<file path="src/rtl/mem_dump_pkg.sv">
// mem_dump_pkg: shared types and constants for the end-of-run memory dump engine.
// Holds the dump FSM state type, cycle-counter width/limit and idx sizing.
package mem_dump_pkg;

  typedef enum logic [2:0] {
    ST_RUN     = 3'd0,
    ST_ISSUE   = 3'd1,
    ST_CAPTURE = 3'd2,
    ST_PUSH    = 3'd3,
    ST_DONE    = 3'd4
  } dump_state_e;

  localparam int CYCLE_CNT_W = 32;
  localparam logic [CYCLE_CNT_W-1:0] CYCLE_CNT_MAX = '1;

  function automatic int unsigned idx_width(int unsigned n);
    return (n < 1) ? 1 : $clog2(n + 1);
  endfunction

endpackage

</file>
<file path="src/rtl/mem_dump_if.sv">
// mem_dump_if: DM read port takeover plus valid/ready dump stream.
// master = dump engine (drives dump_own, dm_addr, out_*), slave = platform/consumer.
interface mem_dump_if #(
  parameter int unsigned ADDR_W = 16,
  parameter int unsigned DATA_W = 32
) ();

  logic              dump_own;
  logic [ADDR_W-1:0] dm_addr;
  logic [DATA_W-1:0] dm_read_data;
  logic              out_valid;
  logic              out_ready;
  logic [ADDR_W-1:0] out_addr;
  logic [DATA_W-1:0] out_data;

  modport master (
    output dump_own,
    output dm_addr,
    input  dm_read_data,
    output out_valid,
    input  out_ready,
    output out_addr,
    output out_data
  );

  modport slave (
    input  dump_own,
    input  dm_addr,
    output dm_read_data,
    input  out_valid,
    output out_ready,
    input  out_addr,
    input  out_data
  );

endinterface

</file>
<file path="src/rtl/dump_cycle_counter.sv">
// dump_cycle_counter: saturating run-cycle counter with freeze input.
// Ports: clk, rst, freeze in; count, limit_hit out (compare only with MEM_DUMP_WATCHDOG_EN).
module dump_cycle_counter
  import mem_dump_pkg::*;
#(
  parameter int unsigned TIMEOUT_CYCLES = 100000
) (
  input  logic                   clk,
  input  logic                   rst,
  input  logic                   freeze,
  output logic [CYCLE_CNT_W-1:0] count,
  output logic                   limit_hit
);

  always_ff @(posedge clk or posedge rst) begin
    if (rst) begin
      count <= '0;
    end else if (!freeze && count != CYCLE_CNT_MAX) begin
      count <= count + 1'b1;
    end
  end

`ifdef MEM_DUMP_WATCHDOG_EN
  assign limit_hit = (count == CYCLE_CNT_W'(TIMEOUT_CYCLES));
`else
  assign limit_hit = 1'b0;
`endif

endmodule

</file>
<file path="src/rtl/mem_dump_unit.sv">
// mem_dump_unit: waits for halt (or watchdog with MEM_DUMP_WATCHDOG_EN), then dumps
// WORD_COUNT DM words from BASE_ADDR over bus (master); ports clk, rst, halt, done, timeout, cycle_count.
module mem_dump_unit
  import mem_dump_pkg::*;
#(
  parameter int unsigned       ADDR_W         = 16,
  parameter int unsigned       DATA_W         = 32,
  parameter logic [ADDR_W-1:0] BASE_ADDR      = '0,
  parameter int unsigned       WORD_COUNT     = 10,
  parameter int unsigned       TIMEOUT_CYCLES = 100000
) (
  input  logic                   clk,
  input  logic                   rst,
  input  logic                   halt,
  mem_dump_if.master             bus,
  output logic                   done,
  output logic                   timeout,
  output logic [CYCLE_CNT_W-1:0] cycle_count
);

  localparam logic [2:0] S_RUN     = ST_RUN;
  localparam logic [2:0] S_ISSUE   = ST_ISSUE;
  localparam logic [2:0] S_CAPTURE = ST_CAPTURE;
  localparam logic [2:0] S_PUSH    = ST_PUSH;
  localparam logic [2:0] S_DONE    = ST_DONE;

  localparam int unsigned IDX_W = idx_width(WORD_COUNT);
  localparam logic [ADDR_W-1:0] STRIDE = ADDR_W'(DATA_W / 8);
  localparam logic [IDX_W-1:0] LAST =
    (WORD_COUNT == 0) ? '0 : IDX_W'(WORD_COUNT - 1);

  logic [2:0]        state;
  logic [2:0]        state_n;
  logic [IDX_W-1:0]  idx;
  logic [IDX_W-1:0]  idx_n;
  logic              wd_hit;
  logic              trig;
  logic              hs;
  logic [ADDR_W-1:0] dm_addr_q;
  logic [ADDR_W-1:0] hold_addr;
  logic [DATA_W-1:0] hold_data;

  // Address wraps modulo 2^ADDR_W by truncation.
  function automatic logic [ADDR_W-1:0] word_addr(logic [IDX_W-1:0] i);
    return BASE_ADDR + ADDR_W'(i) * STRIDE;
  endfunction

  assign trig = halt | wd_hit;
  assign hs   = (state == S_PUSH) & bus.out_ready;

  dump_cycle_counter #(
    .TIMEOUT_CYCLES(TIMEOUT_CYCLES)
  ) u_cnt (
    .clk      (clk),
    .rst      (rst),
    .freeze   ((state != S_RUN) | trig),
    .count    (cycle_count),
    .limit_hit(wd_hit)
  );

  always_comb begin
    state_n = state;
    unique case (state)
      S_RUN: begin
        if (trig) state_n = (WORD_COUNT == 0) ? S_DONE : S_ISSUE;
      end
      S_ISSUE:   state_n = S_CAPTURE;
      S_CAPTURE: state_n = S_PUSH;
      S_PUSH: begin
        if (hs) state_n = (idx == LAST) ? S_DONE : S_ISSUE;
      end
      S_DONE:    state_n = S_DONE;
      default:   state_n = S_RUN;
    endcase
  end

  assign idx_n = (hs && idx != LAST) ? idx + 1'b1 : idx;

  always_ff @(posedge clk or posedge rst) begin
    if (rst) begin
      state     <= S_RUN;
      idx       <= '0;
      dm_addr_q <= '0;
      hold_addr <= '0;
      hold_data <= '0;
    end else begin
      state     <= state_n;
      idx       <= idx_n;
      // Registered so it is 0 in reset and BASE_ADDR whenever not issuing.
      dm_addr_q <= (state_n == S_ISSUE) ? word_addr(idx_n) : BASE_ADDR;
      if (state == S_CAPTURE) begin
        hold_addr <= word_addr(idx);
        hold_data <= bus.dm_read_data;
      end
    end
  end

`ifdef MEM_DUMP_WATCHDOG_EN
  // halt has priority when it coincides with the limit.
  always_ff @(posedge clk or posedge rst) begin
    if (rst) begin
      timeout <= 1'b0;
    end else if (state == S_RUN && !halt && wd_hit) begin
      timeout <= 1'b1;
    end
  end
`else
  assign timeout = 1'b0;
`endif

  assign bus.dump_own  = (state == S_ISSUE) | (state == S_CAPTURE) |
                         (state == S_PUSH);
  assign bus.out_valid = (state == S_PUSH);
  assign bus.dm_addr   = dm_addr_q;
  assign bus.out_addr  = hold_addr;
  assign bus.out_data  = hold_data;
  assign done          = (state == S_DONE);

endmodule
</file>
<file path="src/flat_wrapper.sv">
// flat-port wrapper written by rule: the top's interface ports become plain ports
module mem_dump_unit_flat import mem_dump_pkg::*;
#(
  parameter int unsigned       ADDR_W         = 16,
  parameter int unsigned       DATA_W         = 32,
  parameter logic [ADDR_W-1:0] BASE_ADDR      = '0,
  parameter int unsigned       WORD_COUNT     = 10,
  parameter int unsigned       TIMEOUT_CYCLES = 100000
)
  (clk, rst, halt, done, timeout, cycle_count, bus_dump_own, bus_dm_addr, bus_dm_read_data, bus_out_valid, bus_out_ready, bus_out_addr, bus_out_data);
  mem_dump_if #(.ADDR_W(ADDR_W), .DATA_W(DATA_W)) bus_i ();
  input  logic clk;
  input  logic rst;
  input  logic halt;
  output logic done;
  output logic timeout;
  output logic [CYCLE_CNT_W-1:0] cycle_count;
  output wire logic [$bits(bus_i.dump_own)-1:0] bus_dump_own;
  output wire logic [$bits(bus_i.dm_addr)-1:0] bus_dm_addr;
  input wire logic [$bits(bus_i.dm_read_data)-1:0] bus_dm_read_data;
  output wire logic [$bits(bus_i.out_valid)-1:0] bus_out_valid;
  input wire logic [$bits(bus_i.out_ready)-1:0] bus_out_ready;
  output wire logic [$bits(bus_i.out_addr)-1:0] bus_out_addr;
  output wire logic [$bits(bus_i.out_data)-1:0] bus_out_data;
  assign bus_dump_own = bus_i.dump_own;
  assign bus_dm_addr = bus_i.dm_addr;
  assign bus_i.dm_read_data = bus_dm_read_data;
  assign bus_out_valid = bus_i.out_valid;
  assign bus_i.out_ready = bus_out_ready;
  assign bus_out_addr = bus_i.out_addr;
  assign bus_out_data = bus_i.out_data;
  mem_dump_unit #(.ADDR_W(ADDR_W), .DATA_W(DATA_W), .BASE_ADDR(BASE_ADDR), .WORD_COUNT(WORD_COUNT), .TIMEOUT_CYCLES(TIMEOUT_CYCLES)) u_core (.clk(clk), .rst(rst), .halt(halt), .bus(bus_i), .done(done), .timeout(timeout), .cycle_count(cycle_count));
endmodule
</file>
<file path="config.mk">
export PLATFORM = sky130hd
export DESIGN_NAME = mem_dump_unit_flat
export DESIGN_NICKNAME = d
export VERILOG_FILES = /design/src/rtl/mem_dump_pkg.sv /design/src/rtl/mem_dump_if.sv /design/src/rtl/dump_cycle_counter.sv /design/src/rtl/mem_dump_unit.sv /design/src/flat_wrapper.sv
export SDC_FILE = /design/constraint.sdc
export NUM_CORES = 1
export LEC_CHECK = 0
export ABC_AREA = 1
export ABC_CLOCK_PERIOD_IN_PS = 3500
export CORE_AREA = 2 2 107 109
export DETAILED_ROUTE_END_ITERATION = 8
export DIE_AREA = 0 0 109 111
export PLACE_DENSITY = 0.69
export SLEW_MARGIN = 15
export SYNTH_ARGS = -nofsm -noshare
export SYNTH_HDL_FRONTEND = slang
export SYNTH_SLANG_ARGS = --single-unit
</file>
<file path="constraint.sdc">
create_clock -name clk -period 3.5 [get_ports clk]
set_input_delay 0.525 -clock clk [delete_from_list [all_inputs] [get_ports clk]]
set_output_delay 0.525 -clock clk [all_outputs]
set_load 0.01 [all_outputs]
</file>
==> impl_metrics.json <==
{
  "status": "finished, final reports clean",
  "fin_crit_ns": 2.20,
  "critical_path_class": "flop to primary output",
  "grt_remaining_overflow": 0,
  "placed_cells": 764,
  "max-cap-violations": 0,
  "relSlewSlack_pct": 35.2,
  "grt_start_max_net_pins": 80,
  "tritoncts.num_buffers": 9,
  "finalSetupViolCount": 0,
  "powerDensity_nw_per_um2": 353,
  "clk_pin_slew_ns": 0.06,
  "fin_crit_sh_pct": 63.0,
  "htreeDepth": 3,
  "setup_tns_ns": 0,
  "grt_pass1_vias": 3647,
  "ir_drop_uv": 260,
  "ant_nets": 0,
  "num_rows": 39,
  "yosys_warnings": 0,
  "cts.sinks": 79,
  "end_kind": "primary output",
  "area_delta_synth_final_pct": 32.8,
  "gp_congestion": 0.860,
  "cts-root-buf": "clkbuf_16",
  "cp.required_ns": 2.97,
  "final_cells": 778,
  "ys_ff_latch": 79,
  "hold_viol": 0,
  "clk_latency_ns": 0.34,
  "hold_path_class": "flop to flop",
  "slew_violations": 0,
  "fin_skew_ns": 0.00610,
  "portBuffers": 110,
  "die_area_um2": 12100,
  "core_um2": 11100,
  "wl_per_cell_um": 12.5,
  "yosysUniqueCellTypes": 27,
  "vias_per_cell": 4.58,
  "die_x_um": 109,
  "nets": 671,
  "num_io_pins": 136,
  "postCtsHoldBufs": 0,
  "ys_seq_area_share_pct": 46.5,
  "first_iter_violations": 100,
  "arrival_ns": 1.68,
  "fillers": 1011,
  "power_leakage_nw": 2.58,
  "antenna_found_initial": 0,
  "initial_core_util_pct": 38.4,
  "dpl.hpwl_um": 7360,
  "track_usage_pct": 17.5,
  "netlist_area_um2": 4260,
  "synthCells": 520,
  "grt_first_pass_wirelength_um": 16800,
  "rsz0062_at_grt": "false",
  "cp-start-kind": "flop",
  "cts-resized-gates": 0,
  "r2r_setup_slack_ns": 1.33,
  "layout-drive-gt1-share_pct": 9.92,
  "vias": 3566,
  "synth.avg_cell_area_um2": 8.18,
  "first_pass_iters": 6,
  "fmax_mhz": 454,
  "tritoncts": "yes",
  "cts_setup_buffers": 0,
  "drc": 0,
  "dieHeight_um": 111,
  "critPathMaxFanout": 3,
  "drt_wl_total_um": 9720,
  "cts_buffer_depth": 2,
  "diodes": 0,
  "whs_ns": 0.488,
  "worst_slew_pin_slew_ns": 0.972
}
==> metal layers <==
metal | global-route usage, % | vias up | part of all wire, %
li1 | - | 1775 | -
met1 | 20.5 | 1652 | 41
met2 | 28.4 | 123 | 48
met3 | 6.88 | 16 | 9.3
met4 | 7.01 | 0 | 1.9
met5 | 0 | - | 0
==> stage by stage <==
step	power, mW	instance area [µm²]	utilization, %	setup WS, ns
after floorplan	1.03	4350	-	0.952
after global placement	1.09	5360	48.4	1.43
after detailed placement	1.10	5360	48.4	1.35
after CTS	2.02	5650	51.0	1.28
after global routing	2.07	5650	51.0	1.12
final	1.99	5650	51.0	1.30
==> critical path: stages (launching register included) <==
cell             delay [ns]
dfrtp_1                0.40
nor2_1                 0.19
inv_1                  0.10
nor2_1                 0.09
clkdlybuf4s50_1        0.57
==> flip-flops by register name (all words and copies together), names as in the netlist <==
register	flops
u_core.bus.out_addr	4
u_core.state	3
u_core.idx	4
u_core.bus.out_data	32
u_core.bus.dm_addr	4
u_core.u_cnt.count	32
==> area by class of cell <==
cell class | instances | area (µm²) | share of cell area, %
clock buffers | 10 | 239 | 4.23
clock inverters | 4 | 47.5 | 0.842
inverters | 40 | 153 | 2.70
multi-input cells | 390 | 1940 | 34.3
flip-flops and latches | 79 | 1980 | 35.0
well taps | 143 | 179 | 3.17
repair buffers | 112 | 1120 | 19.8
==> placed cells by master (no fill, tap or decap) <==
cell type and n:
clkdlybuf4s50_1 110, clkinvlp_4 1, nor2_2 4, clkinv_2 2, xor2_1 9, mux2_1 4
o21ai_0 10, nor3_2 2, clkbuf_16 9, nor2_4 2, ha_1 3, bufinv_16 1
dfrtp_1 79, clkbuf_8 1, inv_2 3, xnor2_1 6, o21ai_1 2, nand3_1 18
nand2_2 2, nor2_1 56, nand3b_1 1, nor3_1 1, inv_4 1, nand2_4 3
conb_1 25, mux2_2 29, nor2_8 1, inv_1 36, nand2_1 211, buf_4 2
a21oi_1 1
==> path summary, 6_finish.rpt <==
path | start | endpoint | cells past startpoint
setup / recovery | u_core.state[0] | done | 4
hold / removal | u_core.bus.out_addr[5] | u_core.bus.out_addr[5] | 2
setup reg to reg | u_core.u_cnt.count[0] | u_core.u_cnt.count[25] | 10
hold reg to reg | u_core.bus.out_addr[5] | u_core.bus.out_addr[5] | 2
max in group asynchronous | rst | u_core.state[2] | 3
min in group asynchronous | rst | u_core.bus.out_data[21] | 3
==> synthesized netlist by cell type, drive strengths merged <==
master / number / area, µm²
nor2: 63 / 278
buf: 35 / 278
xor2: 9 / 78.8
mux2: 33 / 372
dfrtp: 79 / 1980
inv: 40 / 153
ha: 3 / 37.5
conb: 1 / 3.75
a21oi: 1 / 5.00
xnor2: 6 / 52.6
o21ai: 12 / 60.1
nor3: 3 / 25.0
nand3: 18 / 90.1
nand3b: 1 / 7.51
nand2: 216 / 838
==> power by group <==
part,switching (mW),internal (mW),total (mW),leakage (nW)
Clock,0.354,0.561,0.914,0.140
Sequential,0.00957,0.932,0.942,1.01
Combinational,0.0568,0.0785,0.135,1.43
==> kinds of logic (layout without fill, tap and decap cells) <==
| family | count (synthesis) | in the layout | share of synthesized area, % |
|---|---|---|---|
| AOI/OAI and AO/OA | 13 | 13 | 1.53 |
| xor gates and xnor gates | 15 | 15 | 3.09 |
| adders and majority gates | 3 | 3 | 0.882 |
| buffers and inverters | 75 | 166 | 10.1 |
| DFF | 79 | 79 | 46.5 |
| muxes | 33 | 33 | 8.73 |
| other | 1 | 25 | 0.0881 |
| and+or+nand+nor | 301 | 301 | 29.1 |
Power figures use the tool's default switching activity.
